[config.mk]
export PLATFORM = sky130hd
export DESIGN_NAME = multicycle_controller
export DESIGN_NICKNAME = d
export VERILOG_FILES = /design/src/rtl/cpu_pkg.sv /design/src/rtl/mem_wait_timer.sv /design/src/rtl/multicycle_controller.sv
export SDC_FILE = /design/constraint.sdc
export NUM_CORES = 1
export LEC_CHECK = 0
export BUFFER_PORTS_ARGS = -buffer_cell sky130_fd_sc_hd__buf_2
export CAP_MARGIN = 20
export CORE_ASPECT_RATIO = 1.25
export CORE_UTILIZATION = 40
export DETAILED_ROUTE_END_ITERATION = 7
export PLACE_DENSITY = 0.73
export SLEW_MARGIN = 20
export SYNTH_ARGS = -nofsm -noshare
export SYNTH_HDL_FRONTEND = slang
export SYNTH_SLANG_ARGS = --single-unit
[constraint.sdc]
create_clock -name clk -period 2.7 [get_ports clk]
set_input_delay 0.27 -clock clk [delete_from_list [all_inputs] [get_ports clk]]
set_output_delay 0.27 -clock clk [all_outputs]
set_load 0.01 [all_outputs]
[src/rtl/cpu_pkg.sv]
// Shared opcode, ALU and state definitions for the multi-cycle CPU.
// Imported by the controller and its helpers.
package cpu_pkg;

   localparam logic [1:0] REGISTER_TYPE_OPCODE  = 2'b00;
   localparam logic [1:0] IMMEDIATE_TYPE_OPCODE = 2'b01;
   localparam logic [1:0] MEMORY_TYPE_OPCODE    = 2'b10;
   localparam logic [1:0] BRANCH_TYPE_OPCODE    = 2'b11;

   localparam logic [3:0] FN_LOAD  = 4'b0000;
   localparam logic [3:0] FN_STORE = 4'b0001;
   localparam logic [3:0] FN_JMP   = 4'b0000;
   localparam logic [3:0] FN_BZ    = 4'b0001;
   localparam logic [3:0] FN_BNZ   = 4'b0010;
   localparam logic [3:0] FN_HALT  = 4'b1111;

   localparam logic [2:0] ALU_ADD = 3'b000;

   typedef enum logic [3:0] {
      S_IDLE     = 4'd0,
      S_FETCH    = 4'd1,
      S_DECODE   = 4'd2,
      S_EXEC_R   = 4'd3,
      S_EXEC_I   = 4'd4,
      S_MEM_ADDR = 4'd5,
      S_MEM_RD   = 4'd6,
      S_MEM_WB   = 4'd7,
      S_MEM_WR   = 4'd8,
      S_BRANCH   = 4'd9,
      S_HALT     = 4'd10
   } ctrl_state_e;

   function automatic logic op_legal(input logic [5:0] op);
      logic [3:0] fn;
      logic       ok;
      fn = op[3:0];
      ok = 1'b0;
      case (op[5:4])
         REGISTER_TYPE_OPCODE,
         IMMEDIATE_TYPE_OPCODE: ok = ~fn[3];
         MEMORY_TYPE_OPCODE:    ok = (fn == FN_LOAD) || (fn == FN_STORE);
         default:               ok = (fn == FN_JMP) || (fn == FN_BZ) ||
                                     (fn == FN_BNZ) || (fn == FN_HALT);
      endcase
      return ok;
   endfunction

endpackage

[src/rtl/mem_wait_timer.sv]
// Counts unacknowledged memory-request cycles; flags a timeout on the
// last allowed cycle when no acknowledge arrives.
module mem_wait_timer #(
   parameter int unsigned WAIT_LIMIT = 15,
   parameter int unsigned CNT_W      = 4
) (
   input  logic clk,
   input  logic rst,
   input  logic clear,
   input  logic active,
   input  logic ready,
   output logic timeout
);

   localparam logic [CNT_W-1:0] LAST = CNT_W'(WAIT_LIMIT - 1);

   logic [CNT_W-1:0] cnt_q;
   logic [CNT_W-1:0] cnt_d;

   always_comb begin
      cnt_d = cnt_q;
      if (clear || ready) begin
         cnt_d = '0;
      end else if (active) begin
         cnt_d = cnt_q + 1'b1;
      end
   end

   always_ff @(posedge clk) begin
      if (rst) begin
         cnt_q <= '0;
      end else begin
         cnt_q <= cnt_d;
      end
   end

   // Acknowledge on the final allowed cycle still counts as success.
   assign timeout = active && !ready && (cnt_q == LAST);

endmodule

[src/rtl/multicycle_controller.sv]
// Multi-cycle sequencer: fetch/decode/execute/memory/write-back control
// with a shared memory port and bounded handshake wait.
module multicycle_controller
   import cpu_pkg::*;
#(
   parameter int unsigned WAIT_LIMIT = 15,
   parameter int unsigned CNT_W      = 4
) (
   input  logic       clk,
   input  logic       rst,
   input  logic [5:0] instruction,
   input  logic       zero,
   input  logic       mem_ready,
   output logic       mem_read,
   output logic       mem_write,
   output logic       addr_sel,
   output logic       ir_write,
   output logic       pc_inc,
   output logic       pc_load,
   output logic       reg_write,
   output logic       wb_sel,
   output logic [2:0] alu_op,
   output logic       sel_alu_src_reg,
   output logic       sel_alu_src_const,
   output logic       halted,
   output logic       illegal_op,
   output logic       mem_fault
);

   ctrl_state_e state_q;
   ctrl_state_e state_d;
   logic        mem_fault_q;
   logic        mem_fault_d;
   logic        mem_active;
   logic        timeout;
   logic [1:0]  op_type;
   logic [3:0]  op_fn;
   logic        legal;

   assign op_type = instruction[5:4];
   assign op_fn   = instruction[3:0];
   assign legal   = op_legal(instruction);

   assign mem_active = (state_q == S_FETCH) || (state_q == S_MEM_RD) ||
                       (state_q == S_MEM_WR);

   mem_wait_timer #(
      .WAIT_LIMIT (WAIT_LIMIT),
      .CNT_W      (CNT_W)
   ) u_timer (
      .clk     (clk),
      .rst     (rst),
      .clear   (!mem_active),
      .active  (mem_active),
      .ready   (mem_ready),
      .timeout (timeout)
   );

   always_comb begin
      state_d     = state_q;
      mem_fault_d = mem_fault_q;
      unique case (state_q)
         S_IDLE: state_d = S_FETCH;
         S_FETCH, S_MEM_RD, S_MEM_WR: begin
            if (mem_ready) begin
               unique case (state_q)
                  S_FETCH:  state_d = S_DECODE;
                  S_MEM_RD: state_d = S_MEM_WB;
                  default:  state_d = S_FETCH;
               endcase
            end else if (timeout) begin
               state_d     = S_HALT;
               mem_fault_d = 1'b1;
            end
         end
         S_DECODE: begin
            if (!legal) begin
               state_d = S_FETCH;
            end else begin
               unique case (op_type)
                  REGISTER_TYPE_OPCODE:  state_d = S_EXEC_R;
                  IMMEDIATE_TYPE_OPCODE: state_d = S_EXEC_I;
                  MEMORY_TYPE_OPCODE:    state_d = S_MEM_ADDR;
                  default: state_d = (op_fn == FN_HALT) ? S_HALT : S_BRANCH;
               endcase
            end
         end
         S_MEM_ADDR: state_d = (op_fn == FN_LOAD) ? S_MEM_RD : S_MEM_WR;
         S_EXEC_R, S_EXEC_I, S_MEM_WB, S_BRANCH: state_d = S_FETCH;
         S_HALT: state_d = S_HALT;
         default: state_d = S_IDLE;
      endcase
   end

   always_ff @(posedge clk) begin
      if (rst) begin
         state_q     <= S_IDLE;
         mem_fault_q <= 1'b0;
      end else begin
         state_q     <= state_d;
         mem_fault_q <= mem_fault_d;
      end
   end

   always_comb begin
      mem_read          = 1'b0;
      mem_write         = 1'b0;
      addr_sel          = 1'b0;
      ir_write          = 1'b0;
      pc_inc            = 1'b0;
      pc_load           = 1'b0;
      reg_write         = 1'b0;
      wb_sel            = 1'b0;
      alu_op            = 3'b000;
      sel_alu_src_reg   = 1'b0;
      sel_alu_src_const = 1'b0;
      halted            = 1'b0;
      illegal_op        = 1'b0;
      unique case (state_q)
         S_FETCH: begin
            mem_read = 1'b1;
            ir_write = mem_ready;
            pc_inc   = mem_ready;
         end
         S_DECODE: illegal_op = !legal;
         S_EXEC_R: begin
            alu_op          = instruction[2:0];
            sel_alu_src_reg = 1'b1;
            reg_write       = 1'b1;
         end
         S_EXEC_I: begin
            alu_op            = instruction[2:0];
            sel_alu_src_const = 1'b1;
            reg_write         = 1'b1;
         end
         S_MEM_ADDR: begin
            alu_op            = ALU_ADD;
            sel_alu_src_const = 1'b1;
         end
         S_MEM_RD: begin
            mem_read = 1'b1;
            addr_sel = 1'b1;
         end
         S_MEM_WB: begin
            reg_write = 1'b1;
            wb_sel    = 1'b1;
         end
         S_MEM_WR: begin
            mem_write = 1'b1;
            addr_sel  = 1'b1;
         end
         S_BRANCH: begin
            pc_load = (op_fn == FN_JMP) ||
                      ((op_fn == FN_BZ) && zero) ||
                      ((op_fn == FN_BNZ) && !zero);
         end
         S_HALT: halted = 1'b1;
         default: ;
      endcase
   end

   assign mem_fault = mem_fault_q;

endmodule

==> impl_metrics.env <==
export IMPL_status="finished, final reports clean"
export IMPL_setup_violations=0
export IMPL_clockRootBuffer="clkbuf_4"
export IMPL_vias=908
export IMPL_fin_tns_setup_ns=0
export IMPL_fmax_mhz=448
export IMPL_io_buffers=25
export IMPL_grt_overflow_total=0
export IMPL_drt_initial_drc_count=16
export IMPL_drive_gt1_share_pct=24.5
export IMPL_clk_latency_ns=0.25
export IMPL_finClkSkew_ns=0.00199
export IMPL_gp_congestion=0.784
export IMPL_grt_pass1_wl_microns=3230
export IMPL_yosysTopAreaCellShare_pct=19.4
export IMPL_cts_buffers=3
export IMPL_ys_ff_latch=9
export IMPL_synth_async_sr_flop_share_pct=0
export IMPL_place_hpwl_microns=1480
export IMPL_worst_pin_slew_ns=0.646
export IMPL_maxCapViolations=0
export IMPL_cts_max_path_buffers=2
export IMPL_cp_max_fo=21
export IMPL_fin_nets=157
export IMPL_hold_buffers=0
export IMPL_yosysSeqAreaShare_pct=19.4
export IMPL_hold_viol=0
export IMPL_dr_pass1_iters=4
export IMPL_globalRouteTotalUtil_pct=16.7
export IMPL_r2r_start="state_q[1]$_SDFFE_PP0P_"
export IMPL_avgSynthCellArea_sq_um=7.79
export IMPL_end_kind="primary output"
export IMPL_std_cell_rows=19
export IMPL_diodes=0
export IMPL_synth_area_leaders="dfxtp_1 19%, ha_1 9.4%, a21oi_1 6.5%"
export IMPL_synthToLayoutAreaGrowth_pct=14.4
export IMPL_fp_dieW_microns=45.1
export IMPL_synth_top_flop_cell="dfxtp_1"
export IMPL_period_needed_ns=2.23
export IMPL_ios=26
export IMPL_synth_nets=136
export IMPL_yosysUniqueCellTypes=46
export IMPL_cts_setup_buffers=0
export IMPL_synth_area_sq_um=927
export IMPL_h_tree_depth=1
export IMPL_wl_met3_microns=57
export IMPL_crit_start="state_q[2]$_SDFFE_PP0P_"
export IMPL_antenna_found_initial=0
export IMPL_pre_cts_slack_ns=0.735
export IMPL_ys_warn_count=0
export IMPL_start_util_pct=42.4
export IMPL_power_density_mw_per_mm2=477
export IMPL_grt_setup_unrepaired="false"
export IMPL_fp_dieArea_sq_mm=0.00252
export IMPL_vias_per_cell=5.34
export IMPL_crit_path_start_kind="flop"
export IMPL_hp_class="in2reg"
export IMPL_p_leak_nw=0.500
export IMPL_setup_slack_ns=0.468
export IMPL_synth_area_leader_cell="dfxtp_1"
export IMPL_grt_pass1_vias=751
export IMPL_arrival_ns=1.96
export IMPL_min_delay_start="rst"
export IMPL_synth_edf_count=0
export IMPL_drtAntennaViolNets=0
export IMPL_grt_max_degree=23
export IMPL_die_y_microns=55.8
export IMPL_ir_drop_uv=291
export IMPL_tritoncts="built"
export IMPL_critPathKind="reg2out"
export IMPL_maxSlewViolCount=0
export IMPL_cts_clk_slew_worst_paths_ns=0.06
export IMPL_syn_inst=119
export IMPL_post_drt_wl_per_cell_microns=11.5
export IMPL_core_area_sq_mm=0.00219
export IMPL_top_layer="met3"
export IMPL_m1WireLength_microns=964
export IMPL_slew_headroom_pct=56.8
export IMPL_cp_data_required_time_ns=2.43
export IMPL_wl_met2_microns=935
export IMPL_drc=0
export IMPL_wl_microns=1960
export IMPL_clkSinkCount=9
export IMPL_ctsResizeCount=0
export IMPL_finalCritPeriodShare_pct=82.7
metrics by stage:
step | hold WS (ns) | utilization (%) | total power [mW] | cell area [sq um] | std cells
finish | 0.203 | 48.5 | 0.507 | 1060 | 170
global route | 0.192 | 48.5 | 0.554 | 1060 | 170
CTS | 0.189 | 48.5 | 0.513 | 1060 | 170
detailed placement | 0.455 | 47.3 | 0.407 | 1030 | 166
global placement | 0.450 | 47.3 | 0.400 | 1030 | 166
floorplan | 0.339 | - | 0.360 | 927 | 119
cell type report:
type                       instances  area [sq um]
multi-input combinational         94           664
sequential                         9           180
timing repair buffer              25           125
clock buffer                       4          26.3
tap                               31          38.8
inverter                           7          26.3
fill                             232          1130
cells in the mapped netlist, types with 2 or more instances:
master / n
o221a_1: 2
nand3b_1: 3
nand2b_1: 2
nor2_1: 5
inv_1: 7
xor2_1: 2
and2_1: 3
mux2i_1: 2
and3b_1: 2
ha_1: 7
nor3b_1: 2
and3_1: 3
or3b_2: 2
buf_4: 3
buf_2: 3
or3_1: 2
a211oi_1: 4
nor3_1: 5
nand3_1: 4
a21oi_1: 12
nor2b_1: 2
dfxtp_1: 9
o21ai_0: 4
nand2_1: 7
worst max-delay path: stages, from the launching register on:
cell	delay [ns]
dfxtp_1	0.73
or3b_2	0.51
a21oi_1	0.18
and2_1	0.15
buf_2	0.13
sequential cells by signal (all words and copies together) (netlist names):
signal	cells
mem_fault	1
state_q	4
u_timer.cnt_q	4
worst paths after layout:
kind,to,slack (ns),cells past startpoint
setup / recovery,alu_op[2],0.47,4
hold / removal,state_q[0]$_SDFFE_PP0P_,0.20,2
setup reg to reg,state_q[1]$_SDFFE_PP0P_,0.77,4
hold reg to reg,mem_fault$_SDFFE_PP0P_,0.47,1
layer usage:
layer	GRT usage, %	vias to the layer above
met5	0	-
met4	7.36	0
met3	1.95	0
met2	24.2	24
met1	24.2	407
li1	-	477
power breakdown:
part	switching (mW)	leakage (nW)	internal, mW
sequential	0.0550	0.0732	0.146
clock	0.0435	0.0150	0.0567
combinational	0.105	0.412	0.100
total	0.204	0.500	0.303
placed cells by master, fill, tap and decap left out, types with 2 or more instances in the layout:
| cell | n |
|---|---|
| or3b_2 | 2 |
| inv_1 | 7 |
| nand2b_1 | 2 |
| nor3_1 | 5 |
| nor2_1 | 5 |
| o21ai_0 | 4 |
| buf_2 | 25 |
| and3_1 | 3 |
| nand3_1 | 4 |
| or3_1 | 2 |
| mux2i_1 | 2 |
| xor2_1 | 2 |
| dfxtp_1 | 9 |
| o221a_1 | 2 |
| ha_1 | 7 |
| a211oi_1 | 4 |
| and3b_1 | 2 |
| nand3b_1 | 3 |
| clkbuf_4 | 3 |
| a21oi_1 | 12 |
| nor2b_1 | 2 |
| nand2_1 | 7 |
| nor3b_1 | 2 |
| and2_1 | 3 |
cells by family (layout without fill, tap and decap cells):
family | after synthesis | count (layout) | synth area share (%)
DFF | 9 | 9 | 19.4
muxes | 2 | 2 | 2.16
AOI/OAI and AO/OA | 31 | 31 | 22.5
and+or+nand+nor | 52 | 52 | 35.6
xor gates and xnor gates | 2 | 2 | 1.89
buffers and inverters | 16 | 36 | 8.91
adders and majority gates | 7 | 7 | 9.45
No activity file was read; power rests on OpenSTA's default activity.
